==> config.mk <==
export PLATFORM = sky130hd
export DESIGN_NAME = dist_3b_3output
export DESIGN_NICKNAME = d
export VERILOG_FILES = /design/src/rtl/dist_3b_3output.sv
export SDC_FILE = /design/constraint.sdc
export NUM_CORES = 1
export LEC_CHECK = 0
export BUFFER_PORTS_ARGS = -buffer_cell sky130_fd_sc_hd__buf_2
export CAP_MARGIN = 10
export CORE_MARGIN = 10
export CORE_UTILIZATION = 35
export DETAILED_ROUTE_END_ITERATION = 10
export SYNTH_ARGS = -nofsm -noshare
export SYNTH_HDL_FRONTEND = slang
export SYNTH_SLANG_ARGS = --single-unit
==> constraint.sdc <==
create_clock -name CLK -period 1.8 [get_ports CLK]
set_clock_uncertainty 0.15 [all_clocks]
set_input_delay 0.09 -clock CLK [delete_from_list [all_inputs] [get_ports CLK]]
set_output_delay 0.09 -clock CLK [all_outputs]
set_load 0.05 [all_outputs]
==> src/rtl/dist_3b_3output.sv <==
// dist_3b_3output: registered 1-to-3 distributor that steers a value into one of
// three valid/ready holding registers. Define DIST_DROPCNT_EN for the drop counter.
module dist_3b_3output #(
  parameter int WIDTH = 3,
  parameter int CNT_W = 4
) (
  input  logic             CLK,
  input  logic             Reset_n,
  input  logic [WIDTH-1:0] In,
  input  logic [1:0]       Op,
  input  logic             In_valid,
  output logic             In_ready,
  output logic [WIDTH-1:0] OutA,
  output logic [WIDTH-1:0] OutB,
  output logic [WIDTH-1:0] OutC,
  output logic             ValidA,
  output logic             ValidB,
  output logic             ValidC,
  input  logic             ReadyA,
  input  logic             ReadyB,
  input  logic             ReadyC,
  output logic             Err,
  input  logic             Err_clr,
  output logic [CNT_W-1:0] Drop_count
);

  logic [2:0]       ready;
  logic [2:0]       valid_q;
  logic [2:0]       load;
  logic [WIDTH-1:0] out_q [3];
  logic             accept;
  logic             drop;
  logic             err_q;

  assign ready = {ReadyC, ReadyB, ReadyA};

  // A channel can take new data when empty or being drained this same cycle.
  always_comb begin
    // NOTE: every combinational output gets a default first, so no path infers a latch.
    In_ready = 1'b1;
    case (Op)
      2'd0:    In_ready = !valid_q[0] || ready[0];
      2'd1:    In_ready = !valid_q[1] || ready[1];
      2'd2:    In_ready = !valid_q[2] || ready[2];
      default: In_ready = 1'b1;
    endcase
  end

  assign accept = In_valid && In_ready;
  assign drop   = accept && (Op == 2'd3);

  always_comb begin
    load = '0;
    case (Op)
      2'd0:    load[0] = accept;
      2'd1:    load[1] = accept;
      2'd2:    load[2] = accept;
      default: load    = '0;
    endcase
  end

  always_ff @(posedge CLK or negedge Reset_n) begin
    if (!Reset_n) begin
      // NOTE: only three small holding registers, so they are reset to give defined outputs.
      for (int i = 0; i < 3; i++) out_q[i] <= '0;
      valid_q <= '0;
    end else begin
      for (int i = 0; i < 3; i++) begin
        // NOTE: sequential state uses non-blocking assignments so all flops update together.
        if (load[i]) begin
          out_q[i]   <= In;
          valid_q[i] <= 1'b1;
        end else if (valid_q[i] && ready[i]) begin
          valid_q[i] <= 1'b0;
        end
      end
    end
  end

  // Setting on a dropped transfer takes priority over a simultaneous clear.
  always_ff @(posedge CLK or negedge Reset_n) begin
    if (!Reset_n)     err_q <= 1'b0;
    else if (drop)    err_q <= 1'b1;
    else if (Err_clr) err_q <= 1'b0;
  end

`ifdef DIST_DROPCNT_EN
  logic [CNT_W-1:0] drop_q;

  always_ff @(posedge CLK or negedge Reset_n) begin
    if (!Reset_n)                 drop_q <= '0;
    else if (drop && drop_q != '1) drop_q <= drop_q + CNT_W'(1);
  end

  assign Drop_count = drop_q;
`else
  assign Drop_count = '0;
`endif

  assign OutA   = out_q[0];
  assign OutB   = out_q[1];
  assign OutC   = out_q[2];
  assign ValidA = valid_q[0];
  assign ValidB = valid_q[1];
  assign ValidC = valid_q[2];
  assign Err    = err_q;

endmodule

# After elaboration in Yosys (flattened, before gate mapping)
# Cells that the tools add are included.
[totals]
output_inout_bits = 18
reg_bits = 13
in_bits = 12
word_cells = 38
[op_classes]
n_reduce_logical = 16
n_eq_ne = 3
mux = 12
[ops]
columns = ["op", "count"]
rows = [
  ["two-way mux 1 bit", 11],
  ["nonzero test 2 bit", 4],
  ["logical AND 1 bit", 5],
  ["equality test 2 bit, second input constant", 2],
  ["logical NOT 1 bit", 3],
  ["logical OR 1 bit", 3],
  ["case mux 1 bit (3 select lines)", 1],
  ["equality test 2 x 1 -> 1 bit, second input constant", 1],
  ["logical NOT 2 bit", 1],
]

# Depth between registers and ports, before layout
[depth]
word_depth = 6
ltp_mapped = 3
ltp_nobuf = 3

# Worst setup path after synthesis
# OpenSTA, ideal clock, no wires.
[synth_timing]
path_type = "register to output"
startpoint = "register valid_q[0]"
endpoint = "output In_ready"
stages_incl_launch_ff = 4
setup_slack_ps = -333
required_time_ps = 1560
arrival_time_ps = 1893
path_cell_list = "dfrtp_1 nand2b_1 mux2i_1 o21ai_0"
[synth_via]
elab_chain_cells = 3
[synth_rtl]
columns = ["item", "line", "rtl"]
rows = [
  ["from (decl)", "28", "logic [2:0] valid_q;"],
  ["from (signal assigned)", "66", "valid_q <= '0;"],
  ["from (signal, indexed assignment)", "72", "valid_q[i] <= 1'b1;"],
  ["from (signal, indexed assignment)", "74", "valid_q[i] <= 1'b0;"],
  ["logical NOT 1 bit", "42", "2'd0: In_ready = !valid_q[0] || ready[0];"],
  ["logical OR 1 bit", "42", ""],
  ["case mux 1 bit (3 select lines)", "41", "case (Op)"],
  ["to (decl)", "12", "output logic In_ready,"],
]
# Every way passes these cells.

# Final worst setup path
[layout_timing]
startpoint = "input ReadyB"
endpoint = "output In_ready"
[layout_via]
elab_chain_cells = 2
[layout_rtl]
columns = ["item", "line", "rtl"]
rows = [
  ["from (decl)", "20", "input logic ReadyB,"],
  ["logical OR 1 bit", "43", "2'd1: In_ready = !valid_q[1] || ready[1];"],
  ["case mux 1 bit (3 select lines)", "41", ""],
]
# Every way passes these cells.

==> results.cfg <==
[synthesis]
yosys.cell_count.top_type = dfrtp_1
netlist_instances = 46
synth_area_leaders = dfrtp_1 57%, mux2_2 18%, buf_4 5.2%
yosysTopAreaCell = dfrtp_1
synth_seq_cells = 13
seq_area_frac_synth_pct = 56.8
synth-edff-count = 0
yosys_warnings = 0
synth_top_area_share_pct = 56.8
synth_cell_types = 15
netlist_area_um2 = 573
synth.avg_cell_area_um2 = 12.5
netlist_top_cells_count = 13 x dfrtp_1, 9 x mux2_2, 4 x buf_4, 4 x nand2_1, 4 x o21ai_0
async_reset_ff_share_pct = 100
ys.flop_type = dfrtp_1

[die]
chipWidth_um = 60.5
design.core.area_mm2 = 0.00152
start_util_pct = 37.6
num_rows = 14
die_y_um = 60.5
io_pins = 30
dieArea_mm2 = 0.00366

[clock_tree]
clk_pin_slew_ps = 70
clock_latency_ps = 260
htreeDepth = 1
cts.sinks = 13
tritoncts = built
numCtsBuffers = 3
cts_max_path_buffers = 2
root_buffer = clkbuf_4

[worst_setup_path]
endpoint_kind = output port
crit_arrival_ps = 1320
cp.required_ps = 1560
start_kind = input port
worst-setup-path-type = in2out
crit_fanout = 3

[route]
drc_errors = 0
drt_wl_total_um = 1320
antenna_left = 0
wl_per_cell_um = 13.2
viasPerCell = 4.52
vias = 452
drtIter0Drc = 8
dr.pass1.iters = 4

[min_path]
hp-class = in2reg

[layout]
syn_to_final_growth_pct = 45.0
nFillCells = 146
final_nets = 97
diodes = 0
layout-drive-gt1-share_pct = 46.4

[pwr]
power_mw = 0.900
p_leak_nw = 0.421
peakVddDrop_mv = 0.620
powerDensity_mw_per_mm2 = 1080

[placement]
port_buffers = 25
gp_congestion = 0.661
dpl.hpwl_um = 1070
pre_cts_slack_ps = 414

[global_route]
track_usage_pct = 7.78
grt_max_degree = 14
antenna_found_initial = 0
grt_pass1_vias = 500
grt_pass1_wl_um = 2230
gr-total-overflow = 0

[sta]
setup_tns_ps = 0
period_needed_ps = 1560
setup_viol = 0
min_period_over_period_pct = 86.5
slew_violations = 0
hold_slack_ps = -4.26
hold_viol = 1
fin_ws_ps = 243
fmax_mhz = 642
rsz0062_at_grt = false

[run_status]
violations = negative hold slack
outcome = complete, but fails checks

[job]
maxCapViolCount = 0
[logic make-up (layout without fill, tap and decap cells)]
kind of cell | Yosys count | count (layout) | share of synthesized area (%)
compound gates | 4 | 4 | 3.49
mux | 10 | 10 | 19.4
other cells | 1 | 4 | 0.654
flops | 13 | 13 | 56.8
buf+inv | 6 | 41 | 6.77
simple gates | 12 | 12 | 12.9
[registers in the layout (all words and copies together) (netlist names)]
name	cells
Err	1
OutA	3
OutB	3
OutC	3
valid_q	3
[path summary, 6_finish.rpt]
path	start	to	slack [ps]	cells past startpoint
worst max-delay path	ReadyB	In_ready	240	6
worst min-delay path	ReadyA	valid_q[0]	-4	3
worst max register to register	valid_q[2]	OutC[1]	420	3
worst min register to register	OutA[2]	OutA[2]	350	1
max in group asynchronous	Reset_n	valid_q[1]	1190	2
min in group asynchronous	Reset_n	OutA[2]	90	2
[power breakdown]
group | internal, mW | leakage (nW) | switching (mW)
clock | 0.0856 | 0.0150 | 0.0865
combinational | 0.101 | 0.248 | 0.262
sequential | 0.341 | 0.159 | 0.0228
total | 0.528 | 0.421 | 0.372
[layout by cell type, fill, tap and decap left out]
cell	count
conb_1	4
dfrtp_1	13
nand2b_1	3
nand3b_1	1
and3_1	1
clkbuf_4	3
nor2b_2	1
dlygate4sd3_1	11
buf_2	25
o21ai_0	3
o21ai_1	1
nand2_1	4
mux2i_1	1
nor3b_2	1
nand3_1	1
mux2_2	9
inv_1	1
clkbuf_1	1
[per-stage QoR]
stage / utilization [%] / instance area, um2 / std cells
floorplan: - / 584 / 49
global placement: 45.6 / 694 / 85
detailed placement: 45.6 / 694 / 85
CTS: 54.5 / 831 / 100
global route: 54.5 / 831 / 100
finish: 54.5 / 831 / 100
[worst max-delay path: stages]
cell and delay (ps):
dlygate4sd3_1 530, buf_2 110, nand2b_1 160, mux2i_1 140, o21ai_1 70, buf_2 210
[routing by layer]
metal  up-vias  track usage (%)  wire length [um]
met5         -                0                 0
met4         0            0.940                 0
met3         0             5.22               191
met2        22             11.6               566
met1       204             9.39               566
li1        226                -                 -
[area by class of cell]
class | instances | area [um2] | area share, %
clock buffers | 4 | 26.3 | 3.16
inverters | 1 | 3.75 | 0.452
multi-input cells | 30 | 220 | 26.5
flip-flops and latches | 13 | 325 | 39.2
well taps | 16 | 20.0 | 2.41
repair buffers | 36 | 235 | 28.3
[repair_timing]
action | 4_1_cts | 5_1_grt
endpoints found under the hold margin | 25 | 0
hold buffers | 11 | 0
gates resized for setup | 0 | 0
setup buffers | 0 | 0
(Power assumes the default switching activity.)
